[src/rtl/stage_if.sv]
// Instruction-fetch stage: owns the PC, drives a req/ready instruction memory,
// and feeds its own IF/ID register with stall, skid and redirect handling.
module stage_if #(
   parameter int unsigned   N        = 32,
   parameter logic [N-1:0]  RESET_PC = '0,
   parameter int unsigned   PC_STEP  = 4
) (
   input  logic          CLK,
   input  logic          RST,
   input  logic          Stall_i,
   input  logic          BranchTaken_i,
   input  logic [N-1:0]  BranchTarget_i,
   output logic          IMemReq_o,
   output logic [N-1:0]  IMemAddr_o,
   input  logic [31:0]   IMemData_i,
   input  logic          IMemReady_i,
   output logic [31:0]   instruction_o,
   output logic [N-1:0]  PC_o,
   output logic [N-1:0]  PCPlus4_o,
   output logic          Valid_o
);

   localparam logic [N-1:0] STEP = N'(PC_STEP);

   typedef enum logic [1:0] {
      IDLE,
      FETCH,
      HOLD
   } state_t;

   typedef struct packed {
      logic [31:0]  instr;
      logic [N-1:0] pc;
      logic [N-1:0] pc4;
      logic         valid;
   } ifid_t;

   typedef struct packed {
      logic [31:0]  instr;
      logic [N-1:0] pc;
      logic         valid;
   } skid_t;

   state_t       state, state_n;
   logic [N-1:0] pc, pc_n;
   ifid_t        ifid, ifid_n;
   skid_t        skid, skid_n;

   logic is_idle;
   logic redirect;
   logic fetch_go;
   logic hold_go;

   // Decode terms are kept mutually exclusive so a one-hot case is exact.
   assign is_idle  = (state == IDLE);
   assign redirect = BranchTaken_i && !is_idle;
   assign fetch_go = (state == FETCH) && !BranchTaken_i;
   assign hold_go  = (state == HOLD) && !BranchTaken_i;

   always_comb begin
      state_n = state;
      pc_n    = pc;
      ifid_n  = ifid;
      skid_n  = skid;
      unique case (1'b1)
         is_idle: begin
            state_n = FETCH;
         end
         redirect: begin
            pc_n    = {BranchTarget_i[N-1:2], 2'b00};
            ifid_n  = '0;
            skid_n  = '0;
            state_n = FETCH;
         end
         fetch_go && IMemReady_i && !Stall_i: begin
            ifid_n.instr = IMemData_i;
            ifid_n.pc    = pc;
            ifid_n.pc4   = pc + STEP;
            ifid_n.valid = 1'b1;
            pc_n         = pc + STEP;
         end
         fetch_go && IMemReady_i && Stall_i: begin
            skid_n.instr = IMemData_i;
            skid_n.pc    = pc;
            skid_n.valid = 1'b1;
            pc_n         = pc + STEP;
            state_n      = HOLD;
         end
         fetch_go && !IMemReady_i && !Stall_i: begin
            ifid_n = '0;
         end
         hold_go && !Stall_i: begin
            ifid_n.instr = skid.instr;
            ifid_n.pc    = skid.pc;
            ifid_n.pc4   = skid.pc + STEP;
            ifid_n.valid = 1'b1;
            skid_n       = '0;
            state_n      = FETCH;
         end
         default: ;
      endcase
   end

   always_ff @(posedge CLK or negedge RST) begin
      if (!RST) begin
         state <= IDLE;
         pc    <= RESET_PC;
         ifid  <= '0;
         skid  <= '0;
      end else begin
         state <= state_n;
         pc    <= pc_n;
         ifid  <= ifid_n;
         skid  <= skid_n;
      end
   end

   assign IMemReq_o     = (state == FETCH);
   assign IMemAddr_o    = pc;
   assign instruction_o = ifid.instr;
   assign PC_o          = ifid.pc;
   assign PCPlus4_o     = ifid.pc4;
   assign Valid_o       = ifid.valid;

endmodule
[config.mk]
export PLATFORM = sky130hd
export DESIGN_NAME = stage_if
export DESIGN_NICKNAME = d
export VERILOG_FILES = /design/src/rtl/stage_if.sv
export SDC_FILE = /design/constraint.sdc
export NUM_CORES = 1
export LEC_CHECK = 0
export CORE_MARGIN = 4
export CORE_UTILIZATION = 50
export DETAILED_ROUTE_END_ITERATION = 8
export GPL_ROUTABILITY_DRIVEN = 1
export PLACE_DENSITY = 0.8
export SYNTH_ARGS = -nofsm -noshare
export SYNTH_HDL_FRONTEND = slang
export SYNTH_SLANG_ARGS = --single-unit
[constraint.sdc]
create_clock -name CLK -period 2.85 [get_ports CLK]
set_input_delay 0.57 -clock CLK [delete_from_list [all_inputs] [get_ports CLK]]
set_output_delay 0.57 -clock CLK [all_outputs]
set_load 0.1 [all_outputs]
-- Word level (Yosys, flattened, before mapping)
Index checks and enable logic that the tools add are counted.
W data, S select, Z words.
- mux-type cells: 4
- reductions and logical operators: 22
- add/subtract/negate cells: 2
- equality and inequality tests: 2
- operator list (cell ; number):
    $pmux W97 S3 ; 1
    $pmux W65 S2 ; 1
    $add A32 B3 Y32 const B ; 2
    $pmux W32 S2 ; 1
    $logic_and A1 B1 Y1 ; 9
    $reduce_bool A2 Y1 ; 3
    $reduce_or A2 Y1 ; 3
    $logic_not A1 Y1 ; 4
    $pmux W2 S2 ; 1
    $reduce_bool A3 Y1 ; 1
    $reduce_or A3 Y1 ; 1
    $eq A2 B1 Y1 const B ; 1
    $eq A2 B2 Y1 const B ; 1
    $logic_not A2 Y1 ; 1
- register bits after elaboration: 195
- input port bits: 69
- logic and storage cells: 38
- output and inout bits: 130

-- Depth between registers and ports, before layout
- depth after elaboration: 6
- mapped depth: 9
- depth with buffers taken out: 6

-- Worst setup path after synthesis
Ideal clock, no wire load.
- path kind: register to register
- from: register pc[2], in the netlist IMemAddr_o[2]
- to: register ifid, in the netlist PCPlus4_o[30]
- required time: 2779 ps
- setup time: 71 ps
- path slack: -286 ps
- arrival: 3065 ps
- stages on the path, launching flop included: 9
- cell sequence: dfrtp_1 -> ha_1 -> nand3_4 -> or2_1 -> buf_6 -> or4_1 -> buf_2 -> or4_1 -> nand3_1
- cells in the longest elaborated chain, start to end: 2
- ends and longest elaborated chain (item ; line ; text):
    start, declared ; 45 ; logic [N-1:0] pc, pc_n;
    start signal, assigned ; 112 ; pc <= pc_n;
    $add A32 B3 Y32 ; 78 ; ifid_n.pc4 = pc + STEP;
    $pmux W97 S3 ; 65 ; unique case (1'b1)
    end signal, assigned ; 113 ; ifid <= ifid_n;
    end, declared ; 46 ; ifid_t ifid, ifid_n;
No other way between the ends.
A chain may end at the register's enable or synchronous reset.

-- Worst setup path after layout
- from: register pc[3], in the netlist IMemAddr_o[3]
- to: register ifid, in the netlist PCPlus4_o[30]
Same word-level chain as after synthesis.

==> metrics.cfg <==
[status]
status = finished clean

[grt]
overflow = 0
grt_pass1_wl_um = 46100
grt_max_degree = 88
grt_pass1_vias = 8536
antenna_found_initial = 0
track_usage_pct = 26.8

[clock_network]
path_clk_slew_ns = 0.07
numCtsBuffers = 17
ctsResizeCount = 0
cts-htree-levels = 4
post_cts.repair.setup_buffers = 0
hold_buffers = 0
cts_max_path_buffers = 2
cts.sinks = 189
cts_tree = yes
root_buffer = clkbuf_16
clk_latency_ns = 0.44

[layout]
diodes = 0
drive_above_1_share_pct = 19.9
fill_cells = 1467
multi_input_area_um2 = 4270
fin_cells = 1443
syn2layout_area_growth_pct = 28.3
area.sequential_um2 = 4740
layout.nets = 1272

[pwr]
p_clk_share_pct = 26.8
seq_power_share_pct = 36.5
peakVddDrop_v = 0.000466
p_leak_nw = 5.19
p_switching_mw = 4.11
p_int_mw = 5.05
p_comb_share_pct = 36.7
netSwitchingFraction_pct = 44.8
power.density_nw_per_um2 = 759

[sta]
worst_pin_slew_ns = 1.17
fin_setup_tns_ns = 0
slew_viol_final = 0
fin_crit_ns = 2.56
relSlewSlack_pct = 21.5
rsz0062_at_grt = false
finalSetupViolations = 0
period_share_pct = 89.7
finalHoldViolCount = 0
clock.fmax_mhz = 391
clock-skew-final_ns = 0.0111

[detailed_routing]
routedWlPerCell_um = 20.0
vias_per_cell = 6.11
wl_met3_um = 2350
vias = 8813
dr.pass1.iters = 5
ant_nets = 0
drtIter0Drc = 855
highest_layer = met4
dr_wl_met2_um = 14000
wl_met1_um = 11800
wl_um = 28900
drcViolationCount = 0

[setup_path]
reg2reg_to = PCPlus4_o[30]
critPathMaxFanout = 7
rr_startpoint = IMemAddr_o[3]
crit_path_end_kind = flop
arrival_ns = 2.93
cp-startpoint = IMemAddr_o[3]
cp.required_ns = 3.22
rr_worst_depth = 6
crit_end = PCPlus4_o[30]
startpoint_type = flop
reg2reg_setup_slack_ns = 0.29
path_class = reg2reg

[flow_run]
maxCapViolations = 0

[die]
die_h_um = 145
core-area_um2 = 18200
pin_count = 199
start_util_pct = 51.7
die_x_um = 145
dieArea_um2 = 21100
rows = 49

[logic_synthesis]
seq_area_frac_synth_pct = 50.2
synth_edf_count = 0
syn-instance-count = 1034
async_flop_share_pct = 100
avgSynthCellArea_um2 = 9.10
yosysWarnings = 0
synth_ff_type = dfrtp_1
synthDistinctLibCells = 60
syn_area_um2 = 9410
ys_ff_latch = 189

[place]
gp_congestion = 0.932
dp.cells = 1411
port-buffer-count = 194
dp_hpwl_um = 19400

[worst_hold_path]
hold_class = in2async

cells by family (layout without fill, tap and decap cells):
| kind of cell | count (synthesis) | in the layout | synth area share [%] |
|---|---|---|---|
| xor gates and xnor gates | 36 | 36 | 3.35 |
| other | 1 | 2 | 0.0398 |
| DFF | 189 | 189 | 50.2 |
| buffers and inverters | 110 | 289 | 4.90 |
| adders and majority gates | 2 | 2 | 0.266 |
| AOI/OAI and AO/OA | 323 | 323 | 22.3 |
| and+or+nand+nor | 365 | 365 | 18.1 |
| muxes | 8 | 8 | 0.851 |
worst min path at each step:
stage	from	endpoint	slack (ns)	depth (start not counted)
after detailed placement	skid[61]	skid[61]	0.48	1
after floorplan	RST	IMemAddr_o[10]	0.27	0
after global routing	RST	IMemAddr_o[2]	0.23	1
final	RST	IMemAddr_o[2]	0.17	1
after CTS	RST	IMemAddr_o[4]	0.21	1
after global placement	skid[2]	skid[2]	0.47	1
power groups by stage:
| stage | sequential, mW | clock (mW) | combinational (mW) |
|---|---|---|---|
| floorplan | 5.03 | 0 | 0.751 |
| global placement | 3.37 | 0 | 3.33 |
| detailed placement | 3.38 | 0 | 3.36 |
| CTS | 3.33 | 2.49 | 3.37 |
| global route | 3.38 | 2.61 | 3.50 |
| finish | 3.34 | 2.46 | 3.36 |
placed cells by master (no fill, tap or decap), types with 5 or more instances in the layout:
cell type / count
a21oi_1: 97
a22o_1: 62
a311oi_1: 7
and2_1: 6
and3_1: 5
and4_1: 6
buf_12: 10
buf_4: 166
clkbuf_16: 17
clkdlybuf4s50_1: 65
dfrtp_1: 180
dfrtp_2: 9
inv_1: 15
inv_8: 5
mux2i_1: 8
nand2_1: 118
nand2b_1: 9
nand3_1: 25
nand4_1: 19
nor2_1: 116
nor3_1: 18
nor4_1: 10
o21a_1: 11
o21ai_0: 83
o221a_2: 6
o22ai_1: 12
o31ai_1: 6
o32ai_1: 10
or3_1: 6
or4_1: 6
xnor2_1: 17
xor2_1: 19
metrics by stage:
| stage | worst slack, ns | utilization (%) | power [mW] | hold WS [ns] | area (um^2) |
|---|---|---|---|---|---|
| final | 0.293 | 66.3 | 9.16 | 0.166 | 12100 |
| after global placement | 0.112 | 63.0 | 6.70 | 0.471 | 11500 |
| after global routing | 0.132 | 66.3 | 9.50 | 0.226 | 12100 |
| after detailed placement | 0.0834 | 63.0 | 6.74 | 0.482 | 11500 |
| after CTS | 0.334 | 66.3 | 9.19 | 0.210 | 12100 |
| after floorplan | -0.0115 | - | 5.78 | 0.274 | 9430 |
routing by layer:
metal	vias to the layer above	GRT usage, %
met1	4318	35.9
li1	4025	-
met2	409	43.1
met3	61	5.71
met4	0	9.88
met5	-	0
state kept, by name (all words and copies together) (netlist names):
register and count:
PC_o 31, skid 63, instruction_o 32, PCPlus4_o 30, Valid_o 1, state 2
IMemAddr_o 30
worst max-delay path: stages (launching register included):
cell and delay, ns:
dfrtp_2 0.46, ha_1 0.35, nand3_4 0.15, or2_1 0.31, or4_1 0.69, or4_1 0.44, nand3_1 0.09
synthesized netlist by cell type (all sizes together) (4+ instances only):
library cell  count  area share [%]
dfrtp           189              50
nand2           118             4.7
nor2            117             4.7
a21oi            97             5.2
o21ai            85             4.5
clkbuf           75             3.0
a22o             62             5.8
nand3            26             1.5
nor3             21             1.2
buf              20             1.3
nand4            19             1.3
xor2             19             1.8
xnor2            17             1.6
inv              15            0.60
nor4             13             1.0
o22ai            12            0.80
o21a             11            0.88
o32ai            10            0.93
nand2b            9            0.60
mux2i             8            0.85
a311oi            7            0.65
or4               7            0.56
and2              6            0.40
and4              6            0.56
o221a             6            0.72
o31ai             6            0.48
or3               6            0.40
and3              5            0.33
or2               4            0.27
cell type report:
class                   instances  share of cell area [%]
clock buffers                  18                    3.64
clock inverters                14                    1.42
inverters                      15                   0.466
multi-input cells             736                    35.4
flip-flops and latches        189                    39.3
well taps                     229                    2.37
repair buffers                242                    17.5
(Power assumes the default switching activity.)
==> RTL change (same flow settings) <==
Re-encode `state_t` (3 states) as one-hot, 3 bits wide.
--- a/src/rtl/stage_if.sv
+++ b/src/rtl/stage_if.sv
@@ -22,10 +22,10 @@
 
    localparam logic [N-1:0] STEP = N'(PC_STEP);
 
-   typedef enum logic [1:0] {
-      IDLE,
-      FETCH,
-      HOLD
+   typedef enum logic [2:0] {
+      IDLE  = 3'b001,
+      FETCH = 3'b010,
+      HOLD  = 3'b100
    } state_t;
 
    typedef struct packed {
Formal check against the unedited RTL: same outputs for any inputs over 4 cycles, from zero or initial values and one cycle with RST low; so few cycles prove little.
==> RTL change against the original RTL <==
Synthesized cell count down 8.1%; total power grew 1.9%; sequential cell count up 1; count of clock-buffer cells in the layout up 1; critical endpoint is now PC_o[22]; largest cell class unchanged; final area increased by 0.83%; area after synthesis is 3.1% higher; worst setup slack better by 0.14 ns; non-clock buffer count is 9 lower; via count is 4.1% lower; wire length decreased by 2.5%.
==> RTL change: results <==
group,metric,value,unit
outcome,outcome,"finished, final reports clean",
yosys,ys_top_cells_by_area,"dfrtp_1, nor2_1, a22o_1",
finish,drive_above_1_share,23.0,%
setup_path,cp_max_fo,41,
pwr,p_leak,0.00529,µW
placed_design,place_worst_setup_slack,-0.000799,ns
global_routing,use_met2,39.7,%
setup_path,r2r_end,"PCPlus4_o[29]",
route,vias,8451,
placed_design,place_inst,1347,
finish,multi_input_area,4400,µm²
timing,tightest_slew,0.577,ns
finish,clk_share,4.87,%
yosys,muxShareOfSynthArea,0.567,%
clock_tree,clk_latency,0.42,ns
route,drt-met1-wl,12300,µm
finish,multi_input_area_share,36.2,%
yosys,yosys.area_share.adder,0.258,%
setup_path,critical_path.max_stage_delay,0.64,ns
finish,instances_no_fill,1379,
route,first_iter_violations,782,
setup_path,setup.worst_path.end,"PC_o[22]",
finish,fillers,1543,
placed_design,gp_congestion,0.863,
finish,nMultiInputCombCells,652,
finish,buffers,233,
pwr,ir_worst_vdd,394,µV
global_routing,grt_pass1_wl,45100,µm
## RTL change: changes by cell type in the layout (fill, tap and decap cells not counted), moves of 8 or more
| cell | change |
|---|---|
| a21oi_1 | -74 |
| a221oi_1 | +42 |
| a221oi_2 | +25 |
| buf_4 | -10 |
| dfrtp_1 | +9 |
| dfrtp_2 | -9 |
| nand2_1 | -73 |
| nor2_1 | +53 |
| o21ai_0 | -60 |
| o221ai_1 | +8 |
| o22ai_1 | -12 |
| o32ai_1 | -8 |
| xnor2_1 | +14 |
## RTL change: worst register-to-register path: stages (launching register included)
cell	delay [ns]
dfrtp_1	0.51
nor2_1	0.32
a21bo_2	0.25
o21a_4	0.52
nand2_2	0.36
o221ai_1	0.29
## RTL change: per-stage QoR
| stage | TNS (ns) | total power (µW) |
|---|---|---|
| after global placement | 0 | 6920 |
| final | 0 | 9340 |
| after floorplan | 0 | 6020 |
| after detailed placement | -0.000799 | 6970 |
| after global routing | 0 | 9680 |
| after CTS | 0 | 9370 |
